--- src/rtl/hdmi_tg_pkg.sv ---
// Shared types and helpers for the HDMI timing generator: phase encoding,
// controller states and the zero-length clamp applied to timing fields.
package hdmi_tg_pkg;

    localparam int CW_DEFAULT = 11;

    typedef enum logic [1:0] {
        PH_ACTIVE = 2'd0,
        PH_FP     = 2'd1,
        PH_SYNC   = 2'd2,
        PH_BP     = 2'd3
    } phase_t;

    typedef enum logic {
        ST_IDLE = 1'b0,
        ST_RUN  = 1'b1
    } state_t;

    // A programmed length of zero behaves as a one-clock (or one-line) phase.
    function automatic logic [31:0] clamp1(input logic [31:0] len);
        logic [31:0] r;
        if (len == 32'd0) begin
            r = 32'd1;
        end else begin
            r = len;
        end
        return r;
    endfunction

endpackage

--- src/rtl/hdmi_tg_axis.sv ---
// One raster axis: walks ACTIVE -> FP -> SYNC -> BP, one step per 'adv'.
// 'last' marks the final step of BP, i.e. the wrap back to ACTIVE.
module hdmi_tg_axis
    import hdmi_tg_pkg::*;
#(
    parameter int CW = CW_DEFAULT
) (
    input  logic          clk,
    input  logic          rst,
    input  logic          hold,
    input  logic          adv,
    input  logic [CW-1:0] len_active,
    input  logic [CW-1:0] len_fp,
    input  logic [CW-1:0] len_sync,
    input  logic [CW-1:0] len_bp,
    output phase_t        phase,
    output logic [CW-1:0] cnt,
    output logic          last
);

    logic [CW-1:0] len_cur;
    logic [CW-1:0] len_eff;
    phase_t        phase_nxt;
    logic          phase_done;

    // Select the length of the current phase and its successor.
    always_comb begin
        len_cur   = len_active;
        phase_nxt = PH_FP;
        case (phase)
            PH_ACTIVE: begin len_cur = len_active; phase_nxt = PH_FP;     end
            PH_FP:     begin len_cur = len_fp;     phase_nxt = PH_SYNC;   end
            PH_SYNC:   begin len_cur = len_sync;   phase_nxt = PH_BP;     end
            PH_BP:     begin len_cur = len_bp;     phase_nxt = PH_ACTIVE; end
            default:   begin len_cur = len_active; phase_nxt = PH_ACTIVE; end
        endcase
    end

    assign len_eff    = CW'(clamp1(32'(len_cur)));
    assign phase_done = (cnt == (len_eff - CW'(1)));
    assign last       = (phase == PH_BP) && phase_done;

    // Phase and in-phase counter; held at the start of ACTIVE while idle.
    always_ff @(posedge clk) begin
        if (rst || hold) begin
            phase <= PH_ACTIVE;
            cnt   <= {CW{1'b0}};
        end else if (adv) begin
            if (phase_done) begin
                phase <= phase_nxt;
                cnt   <= {CW{1'b0}};
            end else begin
                cnt <= cnt + CW'(1);
            end
        end
    end

endmodule

--- src/rtl/hdmi_timing_gen.sv ---
// HDMI video timing controller, 2 pixels per clock. Optional colour-bar
// source enabled by defining HDMI_TG_TEST_PATTERN_EN (adds cfg_pattern).
module hdmi_timing_gen
    import hdmi_tg_pkg::*;
#(
    parameter int DW  = 12,
    parameter int LAT = 2,
    parameter int CW  = CW_DEFAULT
) (
    input  logic            clk,
    input  logic            rst,
    input  logic            enable,
    input  logic [CW-1:0]   cfg_h_active,
    input  logic [CW-1:0]   cfg_h_fp,
    input  logic [CW-1:0]   cfg_h_sync,
    input  logic [CW-1:0]   cfg_h_bp,
    input  logic [CW-1:0]   cfg_v_active,
    input  logic [CW-1:0]   cfg_v_fp,
    input  logic [CW-1:0]   cfg_v_sync,
    input  logic [CW-1:0]   cfg_v_bp,
    input  logic            cfg_hs_pol,
    input  logic            cfg_vs_pol,
`ifdef HDMI_TG_TEST_PATTERN_EN
    input  logic            cfg_pattern,
`endif
    output logic            px_req,
    output logic [CW-1:0]   px_x,
    output logic [CW-1:0]   px_y,
    output logic            px_sof,
    input  logic [2*DW-1:0] px_data,
    output logic [2*DW-1:0] out_data,
    output logic            out_hsync,
    output logic            out_vsync,
    output logic            out_de,
    output logic            frame_start
);

    state_t        state;
    logic [CW-1:0] sh_h_active, sh_h_fp, sh_h_sync, sh_h_bp;
    logic [CW-1:0] sh_v_active, sh_v_fp, sh_v_sync, sh_v_bp;
    logic          sh_hs_pol, sh_vs_pol;
    phase_t        h_ph, v_ph;
    logic [CW-1:0] h_cnt, v_cnt;
    logic          h_last, v_last;
    logic          run, frame_end, load;
    logic          raw_de, raw_hs, raw_vs;
    logic          d_de, d_hs, d_vs;
    logic          hs_pol, vs_pol;
    logic [2*DW-1:0] data_sel;

    assign run       = (state == ST_RUN);
    assign frame_end = run && h_last && v_last;
    assign load      = (state == ST_IDLE) || frame_end;

    hdmi_tg_axis #(.CW(CW)) u_h (
        .clk(clk), .rst(rst), .hold(!run), .adv(1'b1),
        .len_active(sh_h_active), .len_fp(sh_h_fp),
        .len_sync(sh_h_sync), .len_bp(sh_h_bp),
        .phase(h_ph), .cnt(h_cnt), .last(h_last)
    );

    hdmi_tg_axis #(.CW(CW)) u_v (
        .clk(clk), .rst(rst), .hold(!run), .adv(h_last),
        .len_active(sh_v_active), .len_fp(sh_v_fp),
        .len_sync(sh_v_sync), .len_bp(sh_v_bp),
        .phase(v_ph), .cnt(v_cnt), .last(v_last)
    );

    // Controller: leaves RUN only on a frame boundary so frames are never cut short.
    always_ff @(posedge clk) begin
        if (rst) begin
            state <= ST_IDLE;
        end else begin
            case (state)
                ST_IDLE: if (enable) state <= ST_RUN;
                ST_RUN:  if (frame_end && !enable) state <= ST_IDLE;
                default: state <= ST_IDLE;
            endcase
        end
    end

    // Shadow timing: follows cfg while idle, otherwise latched on the last frame clock.
    always_ff @(posedge clk) begin
        if (rst || load) begin
            sh_h_active <= cfg_h_active;
            sh_h_fp     <= cfg_h_fp;
            sh_h_sync   <= cfg_h_sync;
            sh_h_bp     <= cfg_h_bp;
            sh_v_active <= cfg_v_active;
            sh_v_fp     <= cfg_v_fp;
            sh_v_sync   <= cfg_v_sync;
            sh_v_bp     <= cfg_v_bp;
            sh_hs_pol   <= cfg_hs_pol;
            sh_vs_pol   <= cfg_vs_pol;
        end
    end

    assign raw_de      = run && (h_ph == PH_ACTIVE) && (v_ph == PH_ACTIVE);
    assign raw_hs      = run && (h_ph == PH_SYNC);
    assign raw_vs      = run && (v_ph == PH_SYNC);
    assign px_req      = raw_de;
    assign px_x        = h_cnt;
    assign px_y        = v_cnt;
    assign px_sof      = raw_de && (h_cnt == {CW{1'b0}}) && (v_cnt == {CW{1'b0}});
    assign frame_start = px_sof;

`ifdef HDMI_TG_TEST_PATTERN_EN
    localparam int PW = 6;
    logic       sh_pattern;
    logic [2:0] d_bar;
    logic [DW-1:0] bar_px;

    // Pattern select is shadowed with the timing so it changes between frames only.
    always_ff @(posedge clk) begin
        if (rst || load) begin
            sh_pattern <= cfg_pattern;
        end
    end
`else
    localparam int PW = 3;
`endif

    logic [PW-1:0] pipe_in, pipe_out;

`ifdef HDMI_TG_TEST_PATTERN_EN
    assign pipe_in  = {h_cnt[6:4], raw_de, raw_hs, raw_vs};
    assign d_bar    = pipe_out[5:3];
    assign bar_px   = {{(DW/3){d_bar[2]}}, {(DW/3){d_bar[1]}}, {(DW/3){d_bar[0]}}};
    assign data_sel = sh_pattern ? {bar_px, bar_px} : px_data;
`else
    assign pipe_in  = {raw_de, raw_hs, raw_vs};
    assign data_sel = px_data;
`endif

    generate
        if (LAT == 0) begin : g_nodly
            assign pipe_out = pipe_in;
        end else begin : g_dly
            logic [PW-1:0] sr [LAT];
            // Delay line matching the pixel source fetch latency.
            always_ff @(posedge clk) begin
                if (rst) begin
                    for (int i = 0; i < LAT; i++) sr[i] <= {PW{1'b0}};
                end else begin
                    sr[0] <= pipe_in;
                    for (int i = 1; i < LAT; i++) sr[i] <= sr[i-1];
                end
            end
            assign pipe_out = sr[LAT-1];
        end
    endgenerate

    assign d_de   = pipe_out[2];
    assign d_hs   = pipe_out[1];
    assign d_vs   = pipe_out[0];
    // Idle syncs track the live polarity; a running frame uses its shadow copy.
    assign hs_pol = run ? sh_hs_pol : cfg_hs_pol;
    assign vs_pol = run ? sh_vs_pol : cfg_vs_pol;

    // PHY-facing output register.
    always_ff @(posedge clk) begin
        if (rst) begin
            out_de    <= 1'b0;
            out_data  <= {(2*DW){1'b0}};
            out_hsync <= ~cfg_hs_pol;
            out_vsync <= ~cfg_vs_pol;
        end else begin
            out_de    <= d_de;
            out_data  <= d_de ? data_sel : {(2*DW){1'b0}};
            out_hsync <= d_hs ? hs_pol : ~hs_pol;
            out_vsync <= d_vs ? vs_pol : ~vs_pol;
        end
    end

endmodule

--- config.mk ---
export PLATFORM = sky130hd
export DESIGN_NAME = hdmi_timing_gen
export DESIGN_NICKNAME = d
export VERILOG_FILES = /design/src/rtl/hdmi_tg_pkg.sv /design/src/rtl/hdmi_tg_axis.sv /design/src/rtl/hdmi_timing_gen.sv
export SDC_FILE = /design/constraint.sdc
export NUM_CORES = 1
export LEC_CHECK = 0
export CAP_MARGIN = 20
export CORE_ASPECT_RATIO = 1.4
export CORE_MARGIN = 2
export CORE_UTILIZATION = 30
export CTS_CLUSTER_DIAMETER = 120
export DETAILED_ROUTE_END_ITERATION = 10
export PLACE_DENSITY = 0.55
export SYNTH_ARGS = -nofsm -noshare
export SYNTH_HDL_FRONTEND = slang
export SYNTH_SLANG_ARGS = --single-unit
--- constraint.sdc ---
create_clock -name clk -period 16.2 [get_ports clk]
set_input_delay 4.86 -clock clk [delete_from_list [all_inputs] [get_ports clk]]
set_output_delay 4.86 -clock clk [all_outputs]
set_load 0.05 [all_outputs]
==> metrics.yaml, run 1 <==
grt:
  grt-ovfl-total: 0
  antenna_found_initial: 0
  grt_max_degree: 91
  grt_pass1_vias: 5156
  grt_pass1_wl_um: 26550
  grtUsageTotal: 0.1507
cells_and_area:
  n_antenna_cell: 0
  fin_nets: 832
  fillers: 2036
  synthToLayoutAreaGrowth_pct: 37.86
  multi_input_area_um2: 2449
  drive_gt1_frac: 0.08017
  final_util: 0.4175
  finalInstanceArea_um2: 9026
  regArea_um2: 3904
detailed_routing:
  final_antenna_net_count: 0
  drt_iter0_drc: 262
  wl_um: 16770
  vias: 4777
  drcViolationCount: 0
  via_per_inst: 4.899
  firstDrtPassIters: 5
  routedWlPerCell_um: 17.20
clock_tree:
  clk_latency_ns: 0.42
  cts_resized: 0
  cts_tree: "yes"
  clk_path_buf_depth: 2
  clock_sinks: 150
  h-tree-depth: 4
  numCtsBuffers: 17
  post_cts_buffers: 0
  path_clk_slew_ns: 0.06
  hold_buffers: 0
  cts_root_buf: "clkbuf_16"
yosys:
  syn_nets: 667
  synthFlopType: "edfxtp_1"
  syn_area_per_cell_um2: 12.26
  ys.warnings.count: 0
  ys_ff_latch: 150
  synth_edf_count: 90
  synthDistinctLibCells: 66
  yosysSeqAreaShare: 0.5962
  synth-async-reset-ratio: 0
  syn_area_um2: 6548
  synth_cells: 534
floorplanning:
  core_um2: 21620
  dieWidth_um: 128.9
  rows: 64
  die_y_um: 178.8
  initial_utilization: 0.3028
  io_pins: 169
  die_area_um2: 23040
setup_path:
  cp-end-kind: "output pin"
  cp.required_ns: 11.34
  path_max_fanout: 5
  worstPathArrival_ns: 2.62
  start_kind: "register"
  path_class: "reg2out"
worst_hold_path:
  hold_path_class: "reg2reg"
timing:
  timing.final.ws_setup_ns: 8.720
  period_share: 0.4617
  period_minus_slack_ns: 7.480
  clock.fmax_ghz: 0.1337
  tns_ns: 0
  hold_viol: 0
  clock_skew_ns: 0.008686
  slew_headroom: 0.4932
  drv_slew: 0
  rsz0062_at_grt: "no"
  setup_violations: 0
  worstMarginPinSlew_ns: 0.7602
pwr:
  leakage_nw: 3.112
  max-vdd-ir-drop_mv: 0.07883
  total_power_w: 0.0008862
  p_per_area_nw_per_um2: 98.18
placement:
  hpwl_um: 12480
  placed_area_um2: 8443
  io_buffer_count: 168
  dp_worst_setup_slack_ns: 9.119
  routabilityCongestion: 0.8189
run_status:
  status: "finished, final reports clean"
run:
  max-cap-violations: 0
## layout by cell type (no fill, tap or decap), types with 14 or more instances in the layout
cell and count:
nor2_1 33, and2_1 29, edfxtp_1 90, a21oi_1 22
xnor2_1 29, nand2_1 16, nor2b_1 15, inv_1 18
xor2_1 14, nand3_1 17, clkdlybuf4s50_1 168, clkbuf_16 17
ha_1 16, dfxtp_1 60
## metrics by stage
| step | cells | hold slack (ns) |
|---|---|---|
| global route | 975 | 0.4664 |
| finish | 975 | 0.4546 |
| detailed placement | 943 | 0.4373 |
| global placement | 942 | 0.4464 |
| floorplan | 534 | 0.4138 |
| CTS | 974 | 0.4613 |
## routing by layer
layer  GRT usage  up-vias  share of wire
li1            -     2308              -
met4     0.06431        0          0.020
met1      0.1652     2310           0.39
met5           0        -              0
met3     0.04029       21          0.053
met2      0.2723      138           0.54
## state kept, by name (all words and copies together), names as in the netlist, 6 cells and up
register / count
sh_h_bp: 11
sh_v_bp: 11
sh_h_sync: 11
u_h.cnt: 11
out_data: 24
sh_v_active: 11
sh_v_fp: 11
sh_h_active: 11
sh_h_fp: 11
u_v.cnt: 11
sh_v_sync: 11
g_dly.sr: 6
## synth_stat cells, types with 14 or more instances
| master | n | share of area |
|---|---|---|
| xnor2_1 | 29 | 0.039 |
| nand2_1 | 16 | 0.0092 |
| and2_1 | 29 | 0.028 |
| edfxtp_1 | 90 | 0.41 |
| inv_1 | 18 | 0.010 |
| nand3_1 | 17 | 0.013 |
| xor2_1 | 14 | 0.019 |
| nor2_1 | 33 | 0.019 |
| nor2b_1 | 15 | 0.014 |
| a21oi_1 | 22 | 0.017 |
| clkbuf_1 | 16 | 0.0092 |
| dfxtp_1 | 60 | 0.18 |
| ha_1 | 16 | 0.031 |
## power by group
part	internal (W)	switching (W)	leakage [nW]
Combinational	0.0000406	0.0000353	1.43
Clock	0.000226	0.000153	0.271
Sequential	0.000424	0.00000676	1.41
## cells by family (layout without fill, tap and decap cells)
family,after synthesis,in the layout,synth area share
xor gates and xnor gates,43,43,0.05752
muxes,7,7,0.01108
adders and majority gates,16,16,0.03057
DFF,150,150,0.5962
buffers and inverters,43,220,0.03096
and+or+nand+nor,182,182,0.1626
AOI/OAI and AO/OA,93,93,0.1110
## worst max-delay path, cell delays in order (launching register included)
cell	delay (ns)
dfxtp_1	0.35
inv_1	0.14
ha_1	0.16
nor4b_1	0.34
nand4_1	0.14
nor2_1	0.23
clkdlybuf4s50_1	0.85
## area by class of cell
type / count / share of cell area
Clock buffer: 20 / 0.04838
Multi-Input combinational cell: 341 / 0.2713
Tap cell: 264 / 0.03660
Sequential cell: 150 / 0.4325
Inverter: 19 / 0.007901
Clock inverter: 11 / 0.01400
Timing Repair Buffer: 170 / 0.1894
## worst paths after layout
check / cells after the start / from / to / slack [ns]
hold reg to reg: 1 / g_dly.sr[0][0] / g_dly.sr[0][3] / 0.45
setup / recovery: 6 / u_v.cnt[0] / frame_start / 8.72
hold / removal: 1 / g_dly.sr[0][0] / g_dly.sr[0][3] / 0.45
setup reg to reg: 15 / u_h.phase[1] / sh_v_active[0] / 10.20
Power figures use the tool's default switching activity.
==> run 2: changes to the inputs <==
==> constraint.sdc (replaced) <==
create_clock -name clk -period 7.81 [get_ports clk]
set_input_delay 2.343 -clock clk [delete_from_list [all_inputs] [get_ports clk]]
set_output_delay 2.343 -clock clk [all_outputs]
set_load 0.05 [all_outputs]
==> run 2 against run 1 <==
  * First-iteration DRC count down 30%
  * Register-to-register slack worse by 8.2 ns
  * Clock-buffer cell count down 1
  * Clock power up 99%
  * Die area unchanged
  * Via count about the same
  * Clock skew up 0.0031 ns
  * Largest power group unchanged
==> metrics.yaml, run 2 (synthesized netlist as in run 1, its figures left out) <==
run_status:
  status: "finished, final reports clean"
pwr:
  pwr-share-seq: 0.496  # +0.009
  max-vdd-ir-drop_mv: 0.1677  # +110%
  switching_share: 0.2262  # +0.006198
  switching_power_w: 0.0004089  # +110%
  leakage_nw: 3.095  # -0.55%
  comb_power_share: 0.086  # about the same
  p_int_w: 0.001399  # +100%
  p_per_area_nw_per_um2: 200.8  # +100%
  clkPwrFrac: 0.418  # -0.010
detailed_routing:
  vias: 4780  # +0.063%
  firstDrtPassIters: 6  # +1
  drcViolationCount: 0  # unchanged
  via_per_inst: 4.893  # -0.14%
  final_antenna_net_count: 0  # unchanged
  drt_iter0_drc: 183  # -30%
  wl_um: 16340  # -2.5%
  routedWlPerCell_um: 16.73  # -2.7%
cells_and_area:
  fin_nets: 832  # unchanged
  regMostFlops: "out_data"
  final_util: 0.4166  # -0.0009260
  layout_common_cells: "clkdlybuf4s50_1, edfxtp_1, dfxtp_1"
  stdcell_count: 977  # +0.21%
  synthToLayoutAreaGrowth_pct: 37.55
  drive_gt1_frac: 0.07725  # -0.002922
  layout_commonest_cell: "clkdlybuf4s50_1"
  largest_register_ffs: 24  # unchanged
timing:
  tns_ns: 0  # unchanged
  period_share: 0.7502
  slew_headroom: 0.5264  # +0.03320
  rsz0062_at_grt: "no"
  setup_violations: 0  # unchanged
  clock_skew_ns: 0.01175  # +0.003064 ns
  whs_ns: 0.4445  # -0.01007 ns
  hold_viol: 0  # unchanged
  clock.fmax_ghz: 0.1707
  timing.final.ws_setup_ns: 1.951  # -6.769 ns
  period_minus_slack_ns: 5.859
  worstMarginPinSlew_ns: 0.7050  # -0.05522 ns
  drv_slew: 0  # unchanged
placement:
  dpl.cell_count: 943  # unchanged
  hpwl_um: 12320  # -1.3%
  dp_worst_setup_slack_ns: 1.849  # -7.270 ns
  io_buffer_count: 168  # unchanged
  routabilityCongestion: 0.7758  # -5.3%
clock_tree:
  cts_resized: 0  # unchanged
  clock_sinks: 150  # unchanged
  clk_latency_ns: 0.43  # about the same
  cts_root_buf: "clkbuf_16"
  path_clk_slew_ns: 0.06  # about the same
  post_cts_buffers: 0  # unchanged
  h-tree-depth: 4  # unchanged
  cts_tree: "yes"
  numCtsBuffers: 17  # unchanged
  hold_buffers: 0  # unchanged
  clk_path_buf_depth: 2  # unchanged
run:
  max-cap-violations: 0  # unchanged
grt:
  grtUsageTotal: 0.1471  # -0.003678
  grt_max_degree: 91  # unchanged
  grt_pass1_wl_um: 25790  # -2.9%
  grt_pass1_vias: 4970  # -3.6%
  grt-ovfl-total: 0  # unchanged
  antenna_found_initial: 1  # +1
floorplanning:
  core_um2: 21620  # unchanged
  initial_utilization: 0.3028  # unchanged
  die_y_um: 178.8  # unchanged
  die_area_um2: 23040  # unchanged
  dieWidth_um: 128.9  # unchanged
  io_pins: 169  # unchanged
  rows: 64  # unchanged
setup_path:
  start_kind: "register"
  reg2reg_from: "u_h.phase[0]"
  cp_cell_sequence: "ha_1 > a222oi_1 > a32oi_1 > or2_0 > or4_4 > o21a_1 > ha_1 > and2_1 > o31a_1 > a22oi_4 > nand4_4 > or4_1 > nor2_4 > a21o_4 > buf_12"
  r2r_cells: 15  # unchanged
  path_common_cell: "ha_1"
  cp-startpoint: "u_h.phase[0]"
  cp_slowest_stage_delay_ns: 0.72  # -0.13 ns
  worst_path_max_delay_cell: "or4_1"
  path_class: "reg2reg"
  r2r_setup_slack_ns: 1.95  # -8.25 ns
  path_max_fanout: 46  # +41
  worstPathArrival_ns: 5.96  # +3.34 ns
  r2r-end: "sh_v_active[0]"
  cp-end-kind: "register"
  cp.required_ns: 7.92  # -3.42 ns
worst_hold_path:
  hold_path_class: "reg2reg"
  worstHoldEndpoint: "g_dly.sr[0][5]"
  min_path_cells: 1  # unchanged
  worstHoldStart: "g_dly.sr[0][2]"
## run 2: layout make-up
cell class / count / area, um^2
inverter: 19 / 71.32
clock buffer: 19 / 432.9
multi-input combinational: 341 / 2449
sequential: 150 / 3904
antenna: 1 / 2.502
timing repair buffer: 170 / 1709
fill: 2039 / 12610
clock inverter: 13 / 107.6
tap: 264 / 330.3
## run 2: per-layer routing
layer  vias up  global-route usage  part of all wire
met5         -                   0                 0
met4         0             0.05752             0.021
met3        25             0.04267             0.056
met2       144              0.2679              0.54
met1      2306              0.1593              0.39
li1       2305                   -                 -
## run 2: worst max-delay path, delay by kind of cell, from the launching register on
family                   cells  cell delay (ns)
buffers and inverters        1             0.32
AND/OR/NAND/NOR              6             2.16
AO/OA/AOI/OAI                6             1.98
adder cells (fa/ha/maj)      2             0.68
flip-flops                   1             0.34
## run 2: through the flow
step	instance area [um^2]	power [W]
2_1_floorplan	6548	0.0009828
3_3_place_gp	8436	0.001069
3_5_place_dp	8443	0.001070
4_1_cts	8984	0.001836
5_1_grt	9004	0.001880
6_report	9006	0.001808
## run 2: worst max path at each step
stage	slack [ns]	to	cells past startpoint
CTS	1.84	sh_h_active[10]	13
global placement	2.12	sh_h_bp[1]	14
finish	1.95	sh_v_active[0]	15
detailed placement	1.85	sh_h_active[8]	14
floorplan	1.36	sh_h_active[0]	18
global route	1.56	sh_v_sync[0]	15
## run 2: power groups by stage
| stage | registers (W) | logic, W | clock network (W) |
|---|---|---|---|
| 2_1_floorplan | 0.000918 | 0.0000648 | 0 |
| 3_3_place_gp | 0.000915 | 0.000154 | 0 |
| 5_1_grt | 0.000900 | 0.000170 | 0.000811 |
| 4_1_cts | 0.000898 | 0.000157 | 0.000781 |
| 6_report | 0.000897 | 0.000156 | 0.000755 |
| 3_5_place_dp | 0.000914 | 0.000156 | 0 |
